--- src/rtl/fir_mac_sequencer_pkg.sv ---
// Shared widths, default sizing and FSM encoding for the FIR MAC sequencer.
package fir_mac_sequencer_pkg;

  localparam int SM_W      = 11;
  localparam int PROD_W    = 21;
  localparam int DEF_NTAPS = 16;
  localparam int DEF_ACC_W = 26;

  typedef enum logic {
    ST_IDLE = 1'b0,
    ST_MAC  = 1'b1
  } state_t;

endpackage

--- src/rtl/fir_mac_sequencer_sm_to_tc.sv ---
// Converts a sign-magnitude product into a sign-extended two's-complement term.
module sm_to_tc
  import fir_mac_sequencer_pkg::*;
#(
  parameter int ACC_W = DEF_ACC_W
) (
  input  logic [PROD_W-1:0] i_sm,
  output logic [ACC_W-1:0]  o_tc
);

  logic [PROD_W-2:0] w_mag;
  logic [ACC_W-1:0]  w_ext;

  assign w_mag = i_sm[PROD_W-2:0];
  assign w_ext = {{(ACC_W-PROD_W+1){1'b0}}, w_mag};

  // A zero magnitude maps to zero regardless of sign, so negative zero adds nothing.
  assign o_tc = (w_mag == '0) ? '0 : (i_sm[PROD_W-1] ? -w_ext : w_ext);

endmodule

--- src/rtl/fir_mac_sequencer.sv ---
// Sequential FIR engine: one tap per cycle through an external sign-magnitude
// multiplier, two's-complement accumulation, one result strobe per sample.
module fir_mac_sequencer
  import fir_mac_sequencer_pkg::*;
#(
  parameter int NTAPS = DEF_NTAPS,
  parameter int ACC_W = DEF_ACC_W,
  localparam int TAP_W = $clog2(NTAPS)
) (
  input  logic              clk,
  input  logic              rst_n,
  input  logic [SM_W-1:0]   sample_in,
  input  logic              sample_valid,
  input  logic              coef_we,
  input  logic [TAP_W-1:0]  coef_addr,
  input  logic [SM_W-1:0]   coef_wdata,
  output logic [SM_W-1:0]   mul_a,
  output logic [SM_W-1:0]   mul_b,
  output logic              mul_en,
  input  logic [PROD_W-1:0] mul_out,
  output logic [ACC_W-1:0]  y_out,
  output logic              y_valid,
  output logic              busy,
  output logic              overrun
);

  localparam logic [TAP_W-1:0] LAST_TAP = TAP_W'(NTAPS - 1);

  state_t           r_state;
  logic [TAP_W-1:0] r_tap;
  logic [ACC_W-1:0] r_acc;
  logic [ACC_W-1:0] r_y;
  logic             r_y_valid;
  logic             r_overrun;
  logic [SM_W-1:0]  r_x    [NTAPS];
  logic [SM_W-1:0]  r_coef [NTAPS];

  logic             w_mac;
  logic [ACC_W-1:0] w_term;
  logic [ACC_W-1:0] w_sum;

  assign w_mac  = (r_state == ST_MAC);
  assign mul_en = w_mac;
  assign mul_a  = w_mac ? r_x[r_tap]    : '0;
  assign mul_b  = w_mac ? r_coef[r_tap] : '0;

  sm_to_tc #(.ACC_W(ACC_W)) u_sm_to_tc (
    .i_sm (mul_out),
    .o_tc (w_term)
  );

  assign w_sum = r_acc + w_term;

  // Coefficient writes land at the clock edge, so a tap being read this cycle still sees the old value.
  always_ff @(posedge clk or negedge rst_n) begin
    if (!rst_n) begin
      for (int k = 0; k < NTAPS; k++) r_coef[k] <= '0;
    end else if (coef_we) begin
      r_coef[coef_addr] <= coef_wdata;
    end
  end

  always_ff @(posedge clk or negedge rst_n) begin
    if (!rst_n) begin
      r_state   <= ST_IDLE;
      r_tap     <= '0;
      r_acc     <= '0;
      r_y       <= '0;
      r_y_valid <= 1'b0;
      r_overrun <= 1'b0;
      for (int k = 0; k < NTAPS; k++) r_x[k] <= '0;
    end else begin
      r_y_valid <= 1'b0;
      case (r_state)
        ST_IDLE: begin
          if (sample_valid) begin
            for (int k = NTAPS - 1; k > 0; k--) r_x[k] <= r_x[k-1];
            r_x[0]  <= sample_in;
            r_tap   <= '0;
            r_acc   <= '0;
            r_state <= ST_MAC;
          end
        end
        ST_MAC: begin
          // Samples arriving mid-computation are discarded and flagged until reset.
          if (sample_valid) r_overrun <= 1'b1;
          r_acc <= w_sum;
          r_tap <= r_tap + TAP_W'(1);
          if (r_tap == LAST_TAP) begin
            r_y       <= w_sum;
            r_y_valid <= 1'b1;
            r_state   <= ST_IDLE;
          end
        end
      endcase
    end
  end

  assign y_out   = r_y;
  assign y_valid = r_y_valid;
  assign busy    = w_mac;
  assign overrun = r_overrun;

endmodule

--- config.mk ---
export PLATFORM = sky130hd
export DESIGN_NAME = fir_mac_sequencer
export DESIGN_NICKNAME = d
export VERILOG_FILES = /design/src/rtl/fir_mac_sequencer_pkg.sv /design/src/rtl/fir_mac_sequencer_sm_to_tc.sv /design/src/rtl/fir_mac_sequencer.sv
export SDC_FILE = /design/constraint.sdc
export NUM_CORES = 1
export LEC_CHECK = 0
export BUFFER_PORTS_ARGS = -buffer_cell sky130_fd_sc_hd__buf_4
export CORE_ASPECT_RATIO = 1.1
export CORE_UTILIZATION = 50
export DETAILED_ROUTE_END_ITERATION = 7
export PLACE_DENSITY = 0.78
export RECOVER_POWER = 50
export SLEW_MARGIN = 20
export SYNTH_ARGS = -nofsm -noshare
export SYNTH_HDL_FRONTEND = slang
export SYNTH_SLANG_ARGS = --single-unit
--- constraint.sdc ---
create_clock -name clk -period 5.65 [get_ports clk]
set_clock_uncertainty 0.05 [all_clocks]
set_input_delay 0.565 -clock clk [delete_from_list [all_inputs] [get_ports clk]]
set_output_delay 0.565 -clock clk [all_outputs]
set_load 0.05 [all_outputs]
### Word-level counts from Yosys, hierarchy flattened

Cells that the tools add are included.

| word-level totals | value |
|---|---|
| bits in latches | 0 |
| ROM bits | 0 |
| register bits | 411 |
| memories | 0 |
| bits in writable memories | 0 |
| logic and storage cells | 76 |
| input port bits | 51 |
| output and inout bits | 52 |

| cells by class | value |
|---|---|
| order comparisons | 3 |
| bitwise gates (word level) | 3 |
| shift operators | 0 |
| div/mod/pow operators | 0 |
| multipliers | 0 |
| add/sub/neg operators | 3 |
| equality and inequality tests | 2 |
| reduce and logical (&&, ||, !) cells | 5 |
| mux-type cells | 22 |

Operator list:

| kind | count |
|---|---|
| bitwise mux 176 bit | 1 |
| binary-select mux 11 bit (select 4 bit) | 2 |
| 2-to-1 mux 26 bit | 3 |
| 2-to-1 mux 11 bit | 7 |
| one-hot mux 26 bit (2 select lines) | 1 |
| demux 11 bit (select 4 bit) | 1 |
| adder 26 bit | 1 |
| negation 20 -> 26 bit | 1 |
| logical NOT 20 bit | 1 |
| >= comparator 5 bit (second input constant) | 2 |
| NOT 4 -> 5 bit | 2 |
| one-hot mux 4 bit (2 select lines) | 1 |
| AND reduction 2 bit | 3 |
| less-than comparator 5 x 1 -> 1 bit (second input constant) | 1 |
| adder 4 x 1 -> 4 bit (second input constant) | 1 |
| == test 4 bit (second input constant) | 1 |
| 2-to-1 mux 1 bit | 4 |
| 2-to-1 mux 4 bit | 1 |
| != test 2 bit (second input constant) | 1 |
| one-hot mux 1 bit (2 select lines) | 1 |
| logical AND 1 bit | 1 |
| NOT 1 bit | 1 |

### Depth between registers and ports, before layout

Gate-level depths: netlist (run 1).

| depth | value |
|---|---|
| word-level depth | 6 |
| mapped depth | 16 |
| mapped depth without buffers | 15 |

### Cells and area by module

A second synthesis (run 1) with hierarchy kept.

| second synthesis, totals | value |
|---|---|
| cell total of the unflattened synthesis | 1,426 |
| area total of the unflattened synthesis | 20,199.4 um^2 |

Modules (own cells, without submodules):

| module | seq. area each (um^2) | instances | area an instance (um^2) | cells each |
|---|---|---|---|---|
| fir_mac_sequencer | 10,284.9 | 1 | 19,608.8 | 1,346 |
| sm_to_tc | 0.0 | 1 | 590.6 | 80 |

### Worst setup path before layout (run 1)

OpenSTA, ideal clock, no wires.

| timing path | value |
|---|---|
| kind | input -> register |
| start | input mul_out[15] |
| end | register r_y[21] (netlist: y_out[21]) |
| cell stages on the path | 14 |
| data arrival time | 3,978 ps |
| data required time | 5,475 ps |
| slack | 1,497 ps |
| setup time | 125 ps |
| cell sequence | or4_4 -> or3_4 -> nor3_1 -> clkbuf_1 -> nor2_1 -> ha_1 -> clkbuf_1 -> nand2_1 -> nor2_1 -> a211oi_1 -> a2111oi_0 -> or3b_2 -> xor2_1 -> mux2_2 |

| on the way | value |
|---|---|
| cells in the longest elaborated chain, start to end | 4 |
| elaborated cells on any way between the ends | 5 |
| classes of those cells | 2 x add/sub; 2 x mux; 1 x reduce/logical |

RTL lines:

| element | RTL line | text |
|---|---|---|
| start, declared | fir_mac_sequencer.sv:20 | `input logic [PROD_W-1:0] mul_out,` |
| negation 20 -> 26 bit | fir_mac_sequencer_sm_to_tc.sv:18 | `assign o_tc = (w_mag == '0) ? '0 : (i_sm[PROD_W-1] ? -w_ext : w_ext);` |
| 2-to-1 mux 26 bit | fir_mac_sequencer_sm_to_tc.sv:18 |  |
| 2-to-1 mux 26 bit * | fir_mac_sequencer_sm_to_tc.sv:18 |  |
| adder 26 bit * | fir_mac_sequencer.sv:52 | `assign w_sum = r_acc + w_term;` |
| end signal, assigned | fir_mac_sequencer.sv:90 | `r_y <= w_sum;` |
| end, declared | fir_mac_sequencer.sv:32 | `logic [ACC_W-1:0] r_y;` |

Mark *: on every way between the ends. The rest lies on a longest branch, timed or not.
A chain may end at the register's enable or synchronous reset.

### Worst setup path in the final report (run 1)

| timing path | value |
|---|---|
| start | register r_state (netlist: busy) |
| end | output mul_b[9] |

| on the way | value |
|---|---|
| cells in the longest elaborated chain, start to end | 1 |

RTL lines:

| element | RTL line | text |
|---|---|---|
| start, declared | fir_mac_sequencer.sv:29 | `state_t r_state;` |
| start signal, assigned | fir_mac_sequencer.sv:65 | `r_state <= ST_IDLE;` |
| start signal, assigned | fir_mac_sequencer.sv:81 | `r_state <= ST_MAC;` |
| start signal, assigned | fir_mac_sequencer.sv:92 | `r_state <= ST_IDLE;` |
| 2-to-1 mux 11 bit | fir_mac_sequencer.sv:45 | `assign mul_b = w_mac ? r_coef[r_tap] : '0;` |
| end, declared | fir_mac_sequencer.sv:18 | `output logic [SM_W-1:0] mul_b,` |

Every way passes these cells.

==> PnR_summary.wiki, run 1 <==
{| class="wikitable"
! Metric !! Value
|-
| Max incr delay on CP || 1.98 ns
|-
| Register-to-Register Setup Slack || 1.30 ns
|-
| Status || finished with violations
|-
| Mapped Area || 19900 um^2
|-
| Worst min-delay path startpoint || sample_in[5]
|-
| Diodes inserted || 0
|-
| Number of ports placed on the die boundary || 103
|-
| Post-route DRC || 0
|-
| Total of max-cap violations || 3
|-
| Top library cells by usage in the layout, fill and taps aside || dfrtp_1, mux2_2, mux4_2
|-
| Ys flop type || dfrtp_1
|-
| Half-perimeter wire length after detailed placement || 26600 um
|-
| H-tree levels || 2
|-
| Area delta synth->final || 12.7%
|-
| Number of library cell types mapped by synthesis || 64
|-
| Clock Latency Late Sink || 0.58 ns
|-
| Vias/cell || 5.88
|-
| Clock-pin slew on the worst setup and hold paths || 0.06 ns
|-
| Worst setup startpoint || busy
|-
| Flop and latch count out of synthesis || 411
|-
| Count of TritonRoute iterations in the first routing pass || 5
|-
| Avg Cell Area, Syn || 14.3 um^2
|-
| Post-Synthesis Cells || 1390
|-
| Deepest clock path buffer count || 3
|-
| Die W || 192 um
|-
| Post-route non-filler standard cell count || 1998
|-
| Largest vdd supply drop || 0.424 mV
|-
| Nets@finish || 1538
|-
| Final Setup Violations || 0
|-
| Global route overflow || 0
|-
| Die Ht || 211 um
|-
| Clock Root Buffer || clkbuf_16
|-
| Detail Route met2 WL || 20100 um
|-
| Net count after synthesis || 1469
|-
| Uppermost layer routed || met4
|-
| Leak pwr || 10.1 nW
|-
| Number of flops mapped to enable cells by yosys || 0
|-
| Synth async-reset ratio || 100%
|-
| Kind of path behind the tightest hold check || in2reg
|-
| Setup repair after global routing missed its margin || false
|-
| Fraction of the cycle the final worst path needs || 79.7%
|-
| Worst Setup Path Type || reg2out
|-
| Crit. End Element || primary output
|-
| Number of buffer cells added on primary ports || 102
|-
| Shortest period the worst path allows || 4.50 ns
|-
| Cell at the slowest stage of the critical path || clkbuf_1
|-
| Initial standard-cell utilization of the core || 50.9%
|-
| Crit Reg-Reg Startpoint || busy
|-
| Highest Clock Rate || 222 MHz
|-
| Placed insts || 1919
|-
| Final antenna-violating net count || 0
|-
| CP Cell Sequence || clkbuf_1, and2_1, buf_4
|-
| Proportion of synthesized chip area in sequential cells || 51.6%
|-
| Total routing usage reported by global routing || 22.0%
|-
| CP startpoint kind || flip-flop
|-
| Via count of the first global-routing pass || 12.6k
|-
| Summed negative setup slack over all endpoints || 0 ns
|-
| Post-CTS setup repair buffer count || 0
|-
| WL met1 || 19200 um
|-
| Drt initial violations || 701
|-
| Power density relative to cell area || 547 nW/um^2
|-
| Met3 wire length || 1900 um
|-
| Area of the placeable core || 39200 um^2
|-
| Final weighted congestion in routability-driven placement || 0.897
|-
| Die Area || 40600 um^2
|-
| Num CTS Buffers || 43
|-
| Violations in the final reports || capacitance limit, slew limit
|-
| Hold Violations, Final || 0
|-
| Worst relative slew slack || -118%
|-
| Final Slew Violations || 171
|-
| Critical path arrival || 3.89 ns
|-
| Synthesis warning total || 0
|-
| Maximum number of pins on one net before global-route repair || 191
|-
| Critical path required time || 5.04 ns
|-
| Transition time at the pin with the least slew margin || 3.27 ns
|-
| Fill cell instance count of the final layout || 3097
|-
| Number of rows created at floorplan || 76
|-
| Most frequent standard cell in the layout excluding fill and tap cells || dfrtp_1
|-
| Initial antenna violation count || 0
|-
| Drt wl/cell || 21.1 um
|-
| CTS resizes || 0
|-
| Clock Sink Count || 411
|-
| Share of layout cells above drive strength 1 || 42.9%
|-
| Final Power || 12.3 mW
|-
| Global-route wire length before repair || 69500 um
|-
| CTS tree || built
|-
| Crit Path Max Fanout || 50
|-
| Total length of routed wires || 42200 um
|-
| CTS Hold Buffers Added || 1
|-
| Number of vias in the routed layout || 11.7k
|}
==> synthesized netlist by cell type, types with 8 or more instances <==
| master | instances | area, um^2 |
|---|---|---|
| a21o_1 | 10 | 75.1 |
| a21oi_1 | 30 | 150 |
| a22o_1 | 23 | 201 |
| and2_1 | 23 | 144 |
| buf_1 | 13 | 48.8 |
| buf_2 | 10 | 50.1 |
| clkbuf_1 | 78 | 293 |
| dfrtp_1 | 411 | 10300 |
| ha_1 | 27 | 338 |
| inv_1 | 10 | 37.5 |
| mux2_2 | 366 | 4120 |
| mux4_2 | 110 | 2480 |
| nand2_1 | 61 | 229 |
| nand2b_1 | 11 | 68.8 |
| nand3_1 | 8 | 40.0 |
| nand4_1 | 10 | 62.6 |
| nor2_1 | 39 | 146 |
| nor2b_1 | 8 | 50.1 |
| o21ai_0 | 21 | 105 |
| xnor2_1 | 24 | 210 |
| xor2_1 | 18 | 158 |
==> where the power goes <==
| part | switching, mW | internal (mW) |
|---|---|---|
| Clock | 1.16 | 1.67 |
| Sequential | 0.680 | 3.71 |
| Combinational | 2.69 | 2.37 |
==> stage by stage <==
| stage | hold WS [ns] | util [%] | cell area [um^2] | worst slack, ns |
|---|---|---|---|---|
| final | 0.184 | 57.3 | 22500 | 1.15 |
| after global routing | 0.171 | 57.3 | 22500 | 0.912 |
| after CTS | 0.159 | 57.7 | 22600 | 1.43 |
| after detailed placement | 0.405 | 54.0 | 21200 | 1.22 |
| after global placement | 0.397 | 54.0 | 21200 | 1.33 |
| after floorplan | 0.219 | - | 19900 | 1.50 |
==> final timing paths <==
kind | end | cells after the start
max in group asynchronous | r_coef[135] | 4
hold / removal | r_x[170] | 2
setup reg to reg | r_acc[21] | 4
hold reg to reg | overrun | 1
min in group asynchronous | r_x[166] | 2
setup / recovery | mul_b[9] | 3
==> area by class of cell <==
cell class | count | area (um^2) | area share (%)
flip-flops and latches | 411 | 10300 | 45.8
clock buffers | 68 | 1260 | 5.61
multi-input cells | 865 | 9190 | 40.9
inverters | 11 | 41.3 | 0.184
well taps | 507 | 634 | 2.83
repair buffers | 127 | 867 | 3.86
clock inverters | 9 | 163 | 0.724
==> sequential cells by signal (all words and copies together) (netlist names) <==
register and count:
r_x 176, r_acc 26, busy 1, y_valid 1, overrun 1, y_out 26, r_coef 176, r_tap 4
==> critical path: cells and delay by family (launching register included) <==
kind	cells	cell delay, ns
AND/OR/NAND/NOR	1	0.43
buffers and inverters	2	2.21
flip-flops	1	0.66
==> layer usage <==
layer / global-route usage (%) / vias up
met5: 0 / -
met4: 6.43 / 0
met3: 3.86 / 72
met2: 35.1 / 247
met1: 31.1 / 6143
li1: - / 5287
==> logic make-up (layout without fill, tap and decap cells) <==
family | after synthesis | count (layout) | share of synthesized area, %
muxes | 478 | 478 | 33.2
DFF | 411 | 411 | 51.6
and+or+nand+nor | 190 | 190 | 4.79
AOI/OAI and AO/OA | 127 | 127 | 4.48
buffers and inverters | 114 | 215 | 2.24
xor gates and xnor gates | 42 | 42 | 1.85
adders and majority gates | 28 | 28 | 1.80
No activity file was read; power rests on OpenSTA's default activity.
==> run 2: changes to the inputs <==
clock period = 4.3 ns   (was 5.65 ns; I/O delays follow)
==> run 2 against run 1 <==
The run still ends with capacitance limit, slew limit left; critical endpoint is now mul_b[4]; combinational power is 33% higher; non-clock buffer count grew 8; register-to-register slack lost 0.61 ns; worst hold slack worse by 0.14 ns; critical path type unchanged.
==> PnR_summary.wiki, run 2 (synthesized netlist as in run 1, its figures left out) <==
{| class="wikitable"
! Metric !! Value
|-
| Summed negative setup slack over all endpoints || 0 ns (unchanged)
|-
| Post-route DRC || 0 (unchanged)
|-
| Die W || 192 um (unchanged)
|-
| Total length of routed wires || 42300 um (about the same)
|-
| Max incr delay on CP || 0.89 ns (-1.09 ns)
|-
| Leak pwr || 10.2 nW (+0.57%)
|-
| Total routing usage reported by global routing || 21.8% (-0.26 points)
|-
| Fraction of the cycle the final worst path needs || 85.4%
|-
| Diodes inserted || 0 (unchanged)
|-
| CP startpoint kind || flip-flop
|-
| Share of layout cells above drive strength 1 || 43.7% (+0.84 points)
|-
| Count of TritonRoute iterations in the first routing pass || 5 (unchanged)
|-
| CTS tree || built
|-
| Number of vias in the routed layout || 11.9k (+1.2%)
|-
| Number of buffer and inverter stages on the critical path || 2 (unchanged)
|-
| Power density relative to cell area || 719 nW/um^2 (+31%)
|-
| Initial antenna violation count || 0 (unchanged)
|-
| Num CTS Buffers || 43 (unchanged)
|-
| Half-perimeter wire length after detailed placement || 26700 um (+0.60%)
|-
| Deepest clock path buffer count || 3 (unchanged)
|-
| Final Power || 16.2 mW (+32%)
|-
| Most frequent standard cell in the layout excluding fill and tap cells || dfrtp_1
|-
| Largest vdd supply drop || 0.708 mV (+67%)
|-
| Initial standard-cell utilization of the core || 50.9% (unchanged)
|-
| Levels on crit path || 5 (+2)
|-
| Final Setup Violations || 0 (unchanged)
|-
| Clock Latency Late Sink || 0.58 ns (about the same)
|-
| Largest registers ranked by flip-flop count || r_coef: 176 flops, r_x: 176 flops
|-
| Hold Violations, Final || 0 (unchanged)
|-
| Shortest period the worst path allows || 3.67 ns
|-
| Via count of the first global-routing pass || 12.4k (-1.5%)
|-
| Final weighted congestion in routability-driven placement || 0.892 (-0.57%)
|-
| Violations in the final reports || capacitance limit, slew limit
|-
| Area delta synth->final || 13.1%
|-
| Total of max-cap violations || 4 (+1)
|-
| CTS resizes || 0 (unchanged)
|-
| Final Slew Violations || 196 (+15%)
|-
| Register-to-Register Setup Slack || 0.69 ns (-0.61 ns)
|-
| Number of ports placed on the die boundary || 103 (unchanged)
|-
| Cell at the slowest stage of the critical path || dfrtp_4
|-
| Hold Crit Depth || 2 (unchanged)
|-
| Vias/cell || 5.93 (+0.80%)
|-
| Worst Setup Path Type || reg2out
|-
| Crit. End Element || primary output
|-
| Number of buffer cells added on primary ports || 102 (unchanged)
|-
| Crit Reg-Reg Startpoint || busy
|-
| Clock-pin slew on the worst setup and hold paths || 0.06 ns (about the same)
|-
| CP Cell Sequence || buf_4, mux4_2, mux4_2, and2_1, buf_4
|-
| Global-route wire length before repair || 68800 um (-0.91%)
|-
| Crit path max-delay family || multiplexers
|-
| Clock Root Buffer || clkbuf_16
|-
| Drt wl/cell || 21.1 um (-0.35%)
|-
| Status || finished with violations
|-
| Global route overflow || 0 (unchanged)
|-
| Transition time at the pin with the least slew margin || 2.28 ns (-0.990 ns)
|-
| Kind of path behind the tightest hold check || in2reg
|-
| Die Area || 40600 um^2 (unchanged)
|-
| Smallest hold slack || 0.0437 ns (-0.141 ns)
|-
| Worst min-delay path startpoint || sample_in[0]
|-
| Highest Clock Rate || 272 MHz
|-
| Final antenna-violating net count || 0 (unchanged)
|-
| Setup repair after global routing missed its margin || false
|-
| Endpoint of the worst hold path || r_x[165]
|-
| Nets@finish || 1546 (+0.52%)
|-
| Clock Sink Count || 411 (unchanged)
|-
| Placed insts || 1928 (+0.47%)
|-
| H-tree levels || 2 (unchanged)
|-
| Critical path required time || 3.82 ns (-1.22 ns)
|-
| Maximum number of pins on one net before global-route repair || 157 (-18%)
|-
| Worst Reg-to-Reg Cells || 3 (-1)
|-
| Area of the placeable core || 39200 um^2 (unchanged)
|-
| Drt initial violations || 685 (-2.3%)
|-
| Critical path arrival || 3.19 ns (-0.70 ns)
|-
| Endpoint of the lowest-slack register-to-register path || r_x[60]
|-
| Number of rows created at floorplan || 76 (unchanged)
|-
| Die Ht || 211 um (unchanged)
|-
| Worst relative slew slack || -52.1% (+66 points)
|-
| Top library cells by usage in the layout, fill and taps aside || dfrtp_1, mux2_2, mux4_2
|-
| Crit Path Max Fanout || 34 (-32%)
|-
| Post-route non-filler standard cell count || 2006 (+0.40%)
|}
-- run 2: cell type report --
class	count	area, um^2
clock buffers	66	1260
clock inverters	11	170
fillers	3083	16700
inverters	11	41.3
multi-input cells	865	9200
flip-flops and latches	411	10300
well taps	507	634
repair buffers	135	926
-- run 2: worst max path at each step --
stage | slack (ns) | start | end
after detailed placement | 0.23 | mul_out[15] | y_out[21]
after CTS | 0.55 | r_tap[0] | mul_b[4]
after global placement | 0.24 | mul_out[15] | y_out[25]
after global routing | 0.38 | busy | r_x[28]
final | 0.63 | r_tap[0] | mul_b[4]
after floorplan | 0.28 | mul_out[15] | y_out[21]
-- run 2: repair_timing --
action                    CTS  global route
hold buffers                1             0
hold endpoints to repair   72             0
setup buffers               0             0
-- run 2: per-layer routing --
metal,vias up,routed length (um),global-route usage [%]
li1,5299,-,-
met1,6228,18700,30.3
met2,278,20300,34.5
met3,86,1940,4.05
met4,0,1290,7.39
met5,-,0,0
-- run 2: worst reg2reg max path, cell delays in order, from the launching register on --
cell and delay [ns]:
dfrtp_2 0.37, nand2b_1 0.77, clkbuf_2 1.77, mux2_2 0.53
-- run 2: power by group --
| group | total (mW) | internal, mW | switching [mW] |
|---|---|---|---|
| Clock | 3.75 | 2.21 | 1.54 |
| Sequential | 5.69 | 4.87 | 0.818 |
| Combinational | 6.75 | 3.19 | 3.57 |
| Total | 16.2 | 10.3 | 5.93 |
-- run 2: metrics by stage --
step | worst slack [ns] | instance area, um^2 | utilization (%)
2_1_floorplan | 0.282 | 19900 | -
3_3_place_gp | 0.243 | 21300 | 54.3
3_5_place_dp | 0.231 | 21300 | 54.3
4_1_cts | 0.545 | 22700 | 58.0
5_1_grt | 0.380 | 22500 | 57.5
6_report | 0.630 | 22500 | 57.5
